==> src/rtl/win_screen_ctrl.sv <==
// End-of-game win screen: winner latch, blink/hold/exit sequencing, image-coordinate pipeline (optional WIN_COLOR_KEY_EN).
// Latency: x/y -> img_x/img_y 1 cycle, x/y -> overlay_valid 2 cycles; control outputs follow the state register.
// Backpressure: none; free-running with the VGA scan, frame_tick and start_btn are sampled every cycle.
module win_screen_ctrl #(
  parameter int          IMG_W         = 150,
  parameter int          IMG_H         = 100,
  parameter int          ORIG_X        = 245,
  parameter int          ORIG_Y        = 190,
  parameter int          BLINK_FRAMES  = 15,
  parameter int          BLINK_TOGGLES = 6,
  parameter int          HOLD_FRAMES   = 300,
  parameter int          MIN_FRAMES    = 60,
  parameter logic [11:0] KEY_CLR       = 12'hF0F
) (
  input  logic        clk,
  input  logic        rst,
  input  logic        game_over,
  input  logic        winner_in,
  input  logic        frame_tick,
  input  logic        start_btn,
  input  logic [9:0]  x,
  input  logic [8:0]  y,
  input  logic [11:0] rom_clr,
  output logic        winner_id,
  output logic [9:0]  img_x,
  output logic [8:0]  img_y,
  output logic        overlay_valid,
  output logic        busy,
  output logic        menu_req
);

  localparam logic [9:0] X_LO       = 10'(ORIG_X);
  localparam logic [9:0] X_HI       = 10'(ORIG_X + IMG_W);
  localparam logic [8:0] Y_LO       = 9'(ORIG_Y);
  localparam logic [8:0] Y_HI       = 9'(ORIG_Y + IMG_H);
  localparam logic [8:0] BLINK_LAST = 9'(BLINK_FRAMES - 1);
  localparam logic [3:0] TOG_LAST   = 4'(BLINK_TOGGLES - 1);
  localparam logic [8:0] HOLD_MAX   = 9'(HOLD_FRAMES);
  localparam logic [8:0] MIN_CNT    = 9'(MIN_FRAMES);

  typedef enum logic [1:0] {
    ST_IDLE,
    ST_BLINK,
    ST_HOLD,
    ST_EXIT
  } state_t;

  state_t     state_q, state_d;
  logic [8:0] frame_cnt_q, frame_cnt_d;
  logic [8:0] frame_cnt_inc;
  logic [3:0] tog_cnt_q, tog_cnt_d;
  logic       visible_q, visible_d;
  logic       winner_q, winner_d;

  always_ff @(posedge clk or posedge rst) begin
    if (rst) begin
      state_q     <= ST_IDLE;
      frame_cnt_q <= '0;
      tog_cnt_q   <= '0;
      visible_q   <= 1'b0;
      winner_q    <= 1'b0;
    end else begin
      state_q     <= state_d;
      frame_cnt_q <= frame_cnt_d;
      tog_cnt_q   <= tog_cnt_d;
      visible_q   <= visible_d;
      winner_q    <= winner_d;
    end
  end

  // HOLD exit decisions look at the count including this cycle's tick.
  assign frame_cnt_inc = frame_tick ? frame_cnt_q + 9'd1 : frame_cnt_q;

  always_comb begin
    state_d     = state_q;
    frame_cnt_d = frame_cnt_q;
    tog_cnt_d   = tog_cnt_q;
    visible_d   = visible_q;
    winner_d    = winner_q;
    case (state_q)
      ST_IDLE: begin
        if (game_over) begin
          winner_d    = winner_in;
          frame_cnt_d = '0;
          tog_cnt_d   = '0;
          visible_d   = 1'b1;
          state_d     = ST_BLINK;
        end
      end
      ST_BLINK: begin
        if (frame_tick) begin
          if (frame_cnt_q == BLINK_LAST) begin
            frame_cnt_d = '0;
            if (tog_cnt_q == TOG_LAST) begin
              tog_cnt_d = '0;
              visible_d = 1'b1;
              state_d   = ST_HOLD;
            end else begin
              tog_cnt_d = tog_cnt_q + 4'd1;
              visible_d = ~visible_q;
            end
          end else begin
            frame_cnt_d = frame_cnt_q + 9'd1;
          end
        end
      end
      ST_HOLD: begin
        frame_cnt_d = frame_cnt_inc;
        if ((start_btn && (frame_cnt_inc >= MIN_CNT)) || (frame_cnt_inc >= HOLD_MAX)) begin
          state_d = ST_EXIT;
        end
      end
      ST_EXIT: begin
        frame_cnt_d = '0;
        visible_d   = 1'b0;
        state_d     = ST_IDLE;
      end
      default: state_d = ST_IDLE;
    endcase
  end

  assign winner_id = winner_q;
  assign busy      = (state_q != ST_IDLE);
  assign menu_req  = (state_q == ST_EXIT);

  logic in_region;
  logic show;
  logic s1_vld;
  logic s2_vld;

  assign in_region = (x >= X_LO) && (x < X_HI) && (y >= Y_LO) && (y < Y_HI);
  assign show      = visible_q && ((state_q == ST_BLINK) || (state_q == ST_HOLD));

  always_ff @(posedge clk or posedge rst) begin
    if (rst) begin
      img_x  <= '0;
      img_y  <= '0;
      s1_vld <= 1'b0;
      s2_vld <= 1'b0;
    end else begin
      img_x  <= in_region ? (x - X_LO) : '0;
      img_y  <= in_region ? (y - Y_LO) : '0;
      s1_vld <= in_region && show;
      s2_vld <= s1_vld;
    end
  end

  // rom_clr is the ROM word for the pixel now at stage 2, so the key test is combinational here.
`ifdef WIN_COLOR_KEY_EN
  assign overlay_valid = s2_vld && (rom_clr != KEY_CLR);
`else
  logic unused_rom;
  assign unused_rom    = ^{rom_clr, KEY_CLR};
  assign overlay_valid = s2_vld;
`endif

endmodule

==> config.mk <==
export PLATFORM = sky130hd
export DESIGN_NAME = win_screen_ctrl
export DESIGN_NICKNAME = d
export VERILOG_FILES = /design/src/rtl/win_screen_ctrl.sv
export SDC_FILE = /design/constraint.sdc
export NUM_CORES = 1
export LEC_CHECK = 0
export ABC_AREA = 1
export BUFFER_PORTS_ARGS = -buffer_cell sky130_fd_sc_hd__buf_2
export CAP_MARGIN = 20
export CORE_ASPECT_RATIO = 0.7
export CORE_MARGIN = 10
export CORE_UTILIZATION = 45
export DETAILED_ROUTE_END_ITERATION = 8
export GPL_TIMING_DRIVEN = 0
export PLACE_DENSITY = 0.67
export SYNTH_ARGS = -nofsm -noshare
export SYNTH_HDL_FRONTEND = slang
export SYNTH_SLANG_ARGS = --single-unit
==> constraint.sdc <==
create_clock -name clk -period 4.3 [get_ports clk]
set_clock_uncertainty 0.05 [all_clocks]
set_input_delay 1.075 -clock clk [delete_from_list [all_inputs] [get_ports clk]]
set_output_delay 1.075 -clock clk [all_outputs]
set_load 0.01 [all_outputs]
# After elaboration in Yosys (flattened, before gate mapping)
# Index checks and enable logic that the tools add are counted.
[classes] addsub=4 muxes=23 bitwise=1 n_eq_ne=10 order_cmp=6 n_reduce_logical=17
[ops] cell="two-way mux 9 bit" n=5
[ops] cell="case mux 9 bit (4 select lines)" n=1
[ops] cell="two-way mux 4 bit" n=4
[ops] cell=">= comparator 10 x 8 -> 1 bit, second input constant" n=1
[ops] cell="< comparator 10 x 9 -> 1 bit, second input constant" n=1
[ops] cell="two-way mux 10 bit" n=1
[ops] cell="two-way mux 2 bit" n=5
[ops] cell="!= test 2 bit, second input constant" n=5
[ops] cell="subtractor 10 x 8 -> 10 bit, second input constant" n=1
[ops] cell="adder 9 x 1 -> 9 bit, second input constant" n=1
[ops] cell="== test 9 x 4 -> 1 bit, second input constant" n=1
[ops] cell=">= comparator 9 x 6 -> 1 bit, second input constant" n=1
[ops] cell=">= comparator 9 x 8 -> 1 bit, second input constant" n=1
[ops] cell=">= comparator 9 bit, second input constant" n=1
[ops] cell="< comparator 9 bit, second input constant" n=1
[ops] cell="subtractor 9 x 8 -> 9 bit, second input constant" n=1
[ops] cell="case mux 2 bit (4 select lines)" n=1
[ops] cell="case mux 4 bit (2 select lines)" n=1
[ops] cell="AND reduction 4 bit" n=2
[ops] cell="logical AND 1 bit" n=6
[ops] cell="AND reduction 5 bit" n=1
[ops] cell="adder 4 x 1 -> 4 bit, second input constant" n=1
[ops] cell="== test 2 bit, second input constant" n=2
[ops] cell="== test 4 x 3 -> 1 bit, second input constant" n=1
[ops] cell="other kinds (9)" n=15
[totals] out_inout_bits=23 word_cells=70 input_bits=37 register_bits=38

# Depth between registers and ports, before layout
# Gate-level depths: netlist of the first run.
[depth] word_depth=7 mapped_depth=14 ltp_nobuf=14

# Least setup slack after synthesis of the first run
# OpenSTA, ideal clock, no wires.
[synth_timing] kind="input to register" start="input x[0]" end="register img_x[1]" n_path_buf=1 required_time_ns=4.179 slack_ns=2.004 arrival_time_ns=2.175 path_stages=10 setup_time_ns=0.071 cell_sequence="inv_1 > ha_1 > nor2_1 > nor2_1 > inv_1 > nand2_1 > nand3_1 > nand4_4 > buf_4 > nor2_1"
[synth_between] elab_chain_cells=5 elab_cells_between_ends=7 cone_classes="1 x add/sub; 2 x order compare; 1 x mux; 3 x reduce/logical"
[synth_lines] item="start: declaration" line_no="21" text="input logic [9:0] x,"
[synth_lines] item=">= comparator 10 x 8 -> 1 bit or < comparator 10 x 9 -> 1 bit (tied branches)" line_no="131" text="assign in_region = (x >= X_LO) && (x < X_HI) && (y >= Y_LO) && (y < Y_HI);"
[synth_lines] item="logical AND 1 bit (3 in series)" line_no="131"
[synth_lines] item="two-way mux 10 bit *" line_no="141" text="img_x <= in_region ? (x - X_LO) : '0;"
[synth_lines] item="end signal: assignment" line_no="141"
[synth_lines] item="end: declaration" line_no="25" text="output logic [9:0] img_x,"
# Every way passes the cells marked *; elsewhere a longest branch is shown, timed or not.
# A chain may end at the register's enable or synchronous reset.

# Worst setup path in the final report of the first run
[layout_timing] start="register state_q[0]" end="output busy"
[layout_between] elab_chain_cells=1
[layout_lines] item="start: declaration" line_no="48" text="state_t state_q, state_d;"
[layout_lines] item="start signal: assignment" line_no="63" text="state_q <= state_d;"
[layout_lines] item="nonzero test 2 bit" line_no="123" text="assign busy = (state_q != ST_IDLE);"
[layout_lines] item="end: declaration" line_no="28" text="output logic busy,"
# No other way between the ends.

==> metrics.md, run 1 <==
| Metric | Value |
|---|---|
| Most frequent cell after synthesis | `nand2_1` |
| Die area | `0.00870 mm²` |
| Post-cts sizing count | `0` |
| CP arrival | `1.34 ns` |
| Vias | `2095` |
| Clk_lat worst skew | `~0.29 ns` |
| All-layer global routing usage | `0.133` |
| I/O Pins | `60` |
| Share of layout cells above drive strength 1 | `0.249` |
| Post-Route Utilization | `0.551` |
| Leak Pwr | `1.52 nW` |
| Fin. max-slew vios | `0` |
| Reg2Reg Depth | `8` |
| #FFs+latches synth | `38` |
| Setup TNS | `0 ns` |
| RSZ-0062 raised after global routing | `false` |
| Status | `finished clean` |
| DP Wirelength | `around 4.4 mm` |
| First-pass GRT wire length | `9.36 mm` |
| Global-route met1 utilization | `0.171` |
| Synth Cell Area | `around 0.0024 mm²` |
| Met3 Track Usage GR | `0.0372` |
| Total gr overflow | `0` |
| Starting Density | `0.461` |
| Synth top cells by count | `73 x nand2_1, 40 x inv_1, 38 x dfrtp_1` |
| YS warnings | `0` |
| Mapped Cells | `~310` |
| Nets | `between 400 and 500` |
| Routed len/inst | `12.7 µm` |
| Post-route ant nets | `0` |
| Worst Tran Pin Value | `0.784 ns` |
| Synth Flop Type | `dfrtp_1` |
| CTS sink cnt | `38` |
| Async SR Flop Fraction | `1.00` |
| FF-to-FF End | `frame_cnt_q[1]` |
| Routability cong. | `between 0.8 and 0.9` |
| Number of max-cap violations | `0` |
| CP startpoint kind | `register` |
| F_max | `406 MHz` |
| CTS Buf Count | `5` |
| Area growth syn-to-layout | `19.5%` |
| Die height | `about 81 µm` |
| Reg power frac | `0.334` |
| RR Startpoint | `state_q[1]` |
| Synth top area share | `0.396` |
| Root buf cell | `clkbuf_8` |
| Hold Crit Start | `s1_vld` |
| CTS Buffer Depth | `2` |
| Sequential share of the synthesized area | `0.396` |
| Post-route DRC | `0` |
| Busiest grt layer | `met2` |
| Endpoint, Worst Hold | `overlay_valid` |
| Pint | `843 µW` |
| Peak VDD IR | `approximately 0.38 mV` |
| Cell taking the most area after synthesis | `dfrtp_1` |
| EDFF count, synth | `0` |
| Pre-CTS WS | `1.61 ns` |
| Vias in the first global route | `2039` |
| Rows | `22` |
| Comb power frac | `0.389` |
| Nets in the synthesized netlist | `362` |
| Met2 global-route usage | `0.215` |
| Max-slew headroom | `0.477` |
| Net Switching | `529 µW` |
| Hold-fix buffers, CTS | `0` |
| Placeable Area | `approximately 0.0052 mm²` |
| Initial antenna violation count | `0` |
| Worst hold slack | `0.319 ns` |
| Syn avg cell area | `7.71 µm²` |
| Crit Path Max Fanout | `4` |
| Die Span X | `107 µm` |
| Synth area leaders | `dfrtp_1 40%, nand2_1 11%, ha_1 7.3%, inv_1 6.3%, nor2_1 5.2%` |
| CP required | `3.17 ns` |
| H-tree levels | `2` |
| Fin crit share | `0.573` |
| Minimum clock period | `2.46 ns` |
| Post-CTS Setup Repair Bufs | `0` |
| Hold Vio Cnt, Final | `0` |
| Drt pass-1 iters | `4` |
| Worst setup margin | `1.84 ns` |
| Pwr Total | `1.37 mW` |
| Largest net degree at the start of global routing | `39` |
| Vias per cell | `4.78` |
| Post-synthesis cell type count | `36` |
| Setup CP Type | `reg2out` |
| Switching Share | `0.386` |
| Hold Crit Depth | `0` |
| Worst-path clk slew | `0.08 ns` |
| Clk pwr share | `0.276` |
| Final setup vio count | `0` |
| Detailed Route WL | `between 5 and 6 mm` |
| Iteration-0 DRC Markers | `82` |
| Flop-to-flop setup slack | `2.10 ns` |
| Pwr/cell area | `about 480 mW/mm²` |
| CP Capture Type | `primary output` |
| N_diodes | `0` |
| Hold crit path type | `reg2reg` |
| CTS tree | `built` |
| Port Buffers | `47` |
## cell type report
type	count	area [µm²]
tap	72	90.1
clock buffer	6	82.6
timing repair buffer	47	235
inverter	45	169
clock inverter	2	60.1
buffer	3	26.3
sequential	38	951
fill	495	2340
multi-input combinational	225	1250
## state kept, by name, summed over array words and instances (netlist names)
name / flops
overlay_valid: 1
state_q: 2
frame_cnt_q: 9
winner_id: 1
visible_q: 1
img_y: 9
img_x: 10
tog_cnt_q: 4
s1_vld: 1
## layer usage
layer,vias up,wire [µm]
li1,1101,-
met4,0,36
met1,946,2670
met2,44,2540
met3,4,324
met5,-,0
## worst max path at each step
stage                          end       start  depth (start not counted)
after detailed placement  img_x[6]        x[0]                         11
after floorplan           img_x[1]        x[0]                         10
final                         busy  state_q[0]                          4
after CTS                     busy  state_q[0]                          4
after global placement    img_y[1]        x[0]                         11
after global routing      img_x[6]        x[0]                         11
## worst max-delay path, cell delays in order (launching register included)
cell     delay [ns]
dfrtp_1        0.41
inv_1          0.10
ha_1           0.23
inv_1          0.15
buf_2          0.16
## stage by stage
stage                     cells  cell area, µm²
after global placement      430            2720
after global routing        438            2870
after CTS                   438            2870
after floorplan             311            2400
final                       438            2870
after detailed placement    430            2720
## cells in the final DEF (no fill, tap or decap), types with 2 or more instances in the layout
cell type and instances:
buf_2 47, nor2_2 7, a31oi_1 2, inv_1 39, or2_2 2, nand2_2 7, o21ai_0 16, a21oi_2 2
nand3_2 2, clkbuf_8 6, nor2_1 33, nand3b_1 2, ha_1 14, buf_4 2, nor3b_1 3, nand3_1 24
inv_2 6, dfrtp_1 38, xor2_1 5, nand2_1 73, o21ai_1 2, bufinv_16 2, a21oi_1 13, nor3_1 4
## cells by family (layout without fill, tap and decap cells)
group                      after synthesis  in the layout  synth area share
other                                    1              1           0.00156
xor gates and xnor gates                 6              6            0.0219
DFF                                     38             38             0.396
buffers and inverters                   48            103            0.0814
adders and majority gates               14             14            0.0730
AOI/OAI and AO/OA                       45             45             0.122
and+or+nand+nor                        159            159             0.304
## power by group through the flow
stage	Sequential (mW)	Clock (mW)	Combinational [mW]
final	0.459	0.379	0.535
after global routing	0.466	0.406	0.608
after CTS	0.459	0.388	0.541
after detailed placement	0.465	0	0.539
after global placement	0.462	0	0.527
after floorplan	0.459	0	0.393
No activity file was read; power rests on OpenSTA's default activity.
==> inputs of run 2 (changes only) <==
Settings changed: PLACE_DENSITY 0.67 to 0.7.
Clock period 4.3 ns to 2.16 ns, I/O delays scaled along.
==> metrics.md, run 2 (synthesis results as in run 1) <==
| Metric | Value |
|---|---|
| Vias | `2145 (was 2095)` |
| Nets | `416 (unchanged)` |
| Final instance area | `0.00285 mm² (was 0.00287 mm²)` |
| CP required | `2.32 ns (was 3.17 ns)` |
| Rows | `22 (unchanged)` |
| Hold crit path type | `reg2reg (unchanged)` |
| Max-slew headroom | `0.466 (was 0.477)` |
| Largest net degree at the start of global routing | `39 (unchanged)` |
| Pint | `1.52 mW (was 843 µW)` |
| Comb power frac | `0.427 (was 0.389)` |
| Most flop-heavy register | `img_x (unchanged)` |
| CTS sink cnt | `38 (unchanged)` |
| Iteration-0 DRC Markers | `127 (was 82)` |
| Minimum clock period | `around 2.0 ns` |
| DP Area | `0.00272 mm² (unchanged)` |
| CP endpoint | `tog_cnt_q[1] (was busy)` |
| Flop-to-flop setup slack | `0.19 ns (was 2.10 ns)` |
| Vias in the first global route | `2079 (was 2039)` |
| Root buf cell | `clkbuf_8 (unchanged)` |
| RSZ-0062 raised after global routing | `false (unchanged)` |
| Vias per cell | `4.90 (was 4.78)` |
| I/O Pins | `60 (unchanged)` |
| Most frequent cells in the layout | `73 x nand2_1, 47 x buf_2, 38 x inv_1, 38 x dfrtp_1, 32 x nor2_1 (was 73 x nand2_1, 47 x buf_2, 39 x inv_1)` |
| Detailed Route WL | `5.58 mm (was 5.57 mm)` |
| Pwr Total | `2.60 mW (was 1.37 mW)` |
| N_diodes | `0 (unchanged)` |
| Status | `finished clean (unchanged)` |
| Die area | `0.00870 mm² (unchanged)` |
| First-pass GRT wire length | `9.43 mm (was 9.36 mm)` |
| DP Wirelength | `4.32 mm (was 4.44 mm)` |
| Commonest non-fill, non-tap cell in the layout | `nand2_1 (unchanged)` |
| Post-route ant nets | `0 (unchanged)` |
| CTS tree | `built (unchanged)` |
| Area growth syn-to-layout | `18.6% (was 19.5%)` |
| Worst-path clk slew | `0.07 ns (was 0.08 ns)` |
| CTS Buf Count | `5 (unchanged)` |
| Fin crit share | `0.912` |
| Leak Pwr | `1.51 nW (was 1.52 nW)` |
| Die Span X | `107 µm (unchanged)` |
| Final setup vio count | `0 (unchanged)` |
| CP arrival | `2.13 ns (was 1.34 ns)` |
| CP startpoint kind | `register (unchanged)` |
| Worst hold slack | `0.308 ns (was 0.319 ns)` |
| Worst Tran Pin Value | `0.800 ns (was 0.784 ns)` |
| CP Capture Type | `register (was primary output)` |
| Routed len/inst | `12.7 µm (about the same)` |
| RR Startpoint | `state_q[1] (unchanged)` |
| Port Buffers | `47 (unchanged)` |
| Fin. max-slew vios | `0 (unchanged)` |
| Pwr/cell area | `913 mW/mm² (was 479 mW/mm²)` |
| Number of max-cap violations | `0 (unchanged)` |
| Switching Share | `0.414 (was 0.386)` |
| Starting Density | `0.461 (unchanged)` |
| Hold-fix buffers, CTS | `0 (unchanged)` |
| H-tree levels | `2 (unchanged)` |
| F_max | `507 MHz` |
| CTS Buffer Depth | `2 (unchanged)` |
| Largest register FFs | `10 (unchanged)` |
| Share of layout cells above drive strength 1 | `0.254 (was 0.249)` |
| Setup crit start | `state_q[1] (was state_q[0])` |
| Setup TNS | `0 ns (unchanged)` |
| Reg power frac | `0.350 (was 0.334)` |
| Crit Path Max Fanout | `8 (was 4)` |
| All-layer global routing usage | `0.132 (was 0.133)` |
| Biggest regs | `img_x (10), frame_cnt_q (9), img_y (9) (unchanged)` |
| Reg2Reg Depth | `11 (was 8)` |
| Clk pwr share | `0.222 (was 0.276)` |
| Placeable Area | `0.00520 mm² (unchanged)` |
| Routability cong. | `0.867 (was 0.855)` |
| FF-to-FF End | `tog_cnt_q[1] (was frame_cnt_q[1])` |
| Drt pass-1 iters | `5 (was 4)` |
| Clk_lat worst skew | `0.30 ns (was 0.29 ns)` |
| Initial antenna violation count | `0 (unchanged)` |
| Hold Vio Cnt, Final | `0 (unchanged)` |
| Setup CP Type | `reg2reg (was reg2out)` |
| Net Switching | `1.08 mW (was 529 µW)` |
| Total gr overflow | `0 (unchanged)` |
| Die height | `81.1 µm (unchanged)` |
| Peak VDD IR | `0.598 mV (was 0.378 mV)` |
| Post-route DRC | `0 (unchanged)` |
==> run 2: final cells by class <==
class                           count  area (µm²)
Tap cell                           72        90.1
Inverter                           45         173
Buffer                              3        26.3
Sequential cell                    38         951
Multi-Input combinational cell    225        1260
Clock buffer                        8         110
Fill cell                         473        2360
Timing Repair Buffer               47         235
==> run 2: routing by layer <==
metal	part of all wire	global-route usage
met1	0.46	0.172
met2	0.44	0.204
met3	0.089	0.0443
met4	0.0034	0.0350
met5	0	0
==> run 2: worst max-delay path, cell delays in order (launching register included) <==
cell	delay [ns]
dfrtp_1	0.41
inv_1	0.11
ha_1	0.17
buf_6	0.14
clkinvlp_4	0.17
o22ai_2	0.35
nor2_2	0.09
inv_2	0.09
a21oi_4	0.04
inv_2	0.11
nand2_1	0.07
o31ai_2	0.06
==> run 2: how the worst min path moves through the flow <==
stage	to	slack (ns)	cells after the start	from
5_1_grt	overlay_valid	0.32	0	s1_vld
4_1_cts	overlay_valid	0.31	0	s1_vld
2_1_floorplan	overlay_valid	0.28	0	s1_vld
6_report	overlay_valid	0.31	0	s1_vld
3_3_place_gp	overlay_valid	0.28	0	s1_vld
3_5_place_dp	overlay_valid	0.29	0	s1_vld
==> run 2: stage by stage <==
stage               setup slack (ns)   util  cells
global route                  0.0174  0.547    438
detailed placement           0.00664  0.524    430
global placement              0.0190  0.524    430
CTS                           0.0210  0.545    438
floorplan                      0.399      -    311
finish                         0.189  0.547    438
==> run 2: what timing repair did <==
action,4_1_cts,5_1_grt
setup endpoints to repair,0,6
resized for setup,0,3
buffers inserted,0,0
==> run 2: power groups by stage <==
| stage | clock (mW) | combinational, mW | sequential [mW] |
|---|---|---|---|
| 3_5_place_dp | 0 | 1.07 | 0.923 |
| 5_1_grt | 0.621 | 1.26 | 0.930 |
| 3_3_place_gp | 0 | 1.03 | 0.919 |
| 4_1_cts | 0.590 | 1.07 | 0.910 |
| 6_report | 0.578 | 1.11 | 0.910 |
| 2_1_floorplan | 0 | 0.783 | 0.914 |
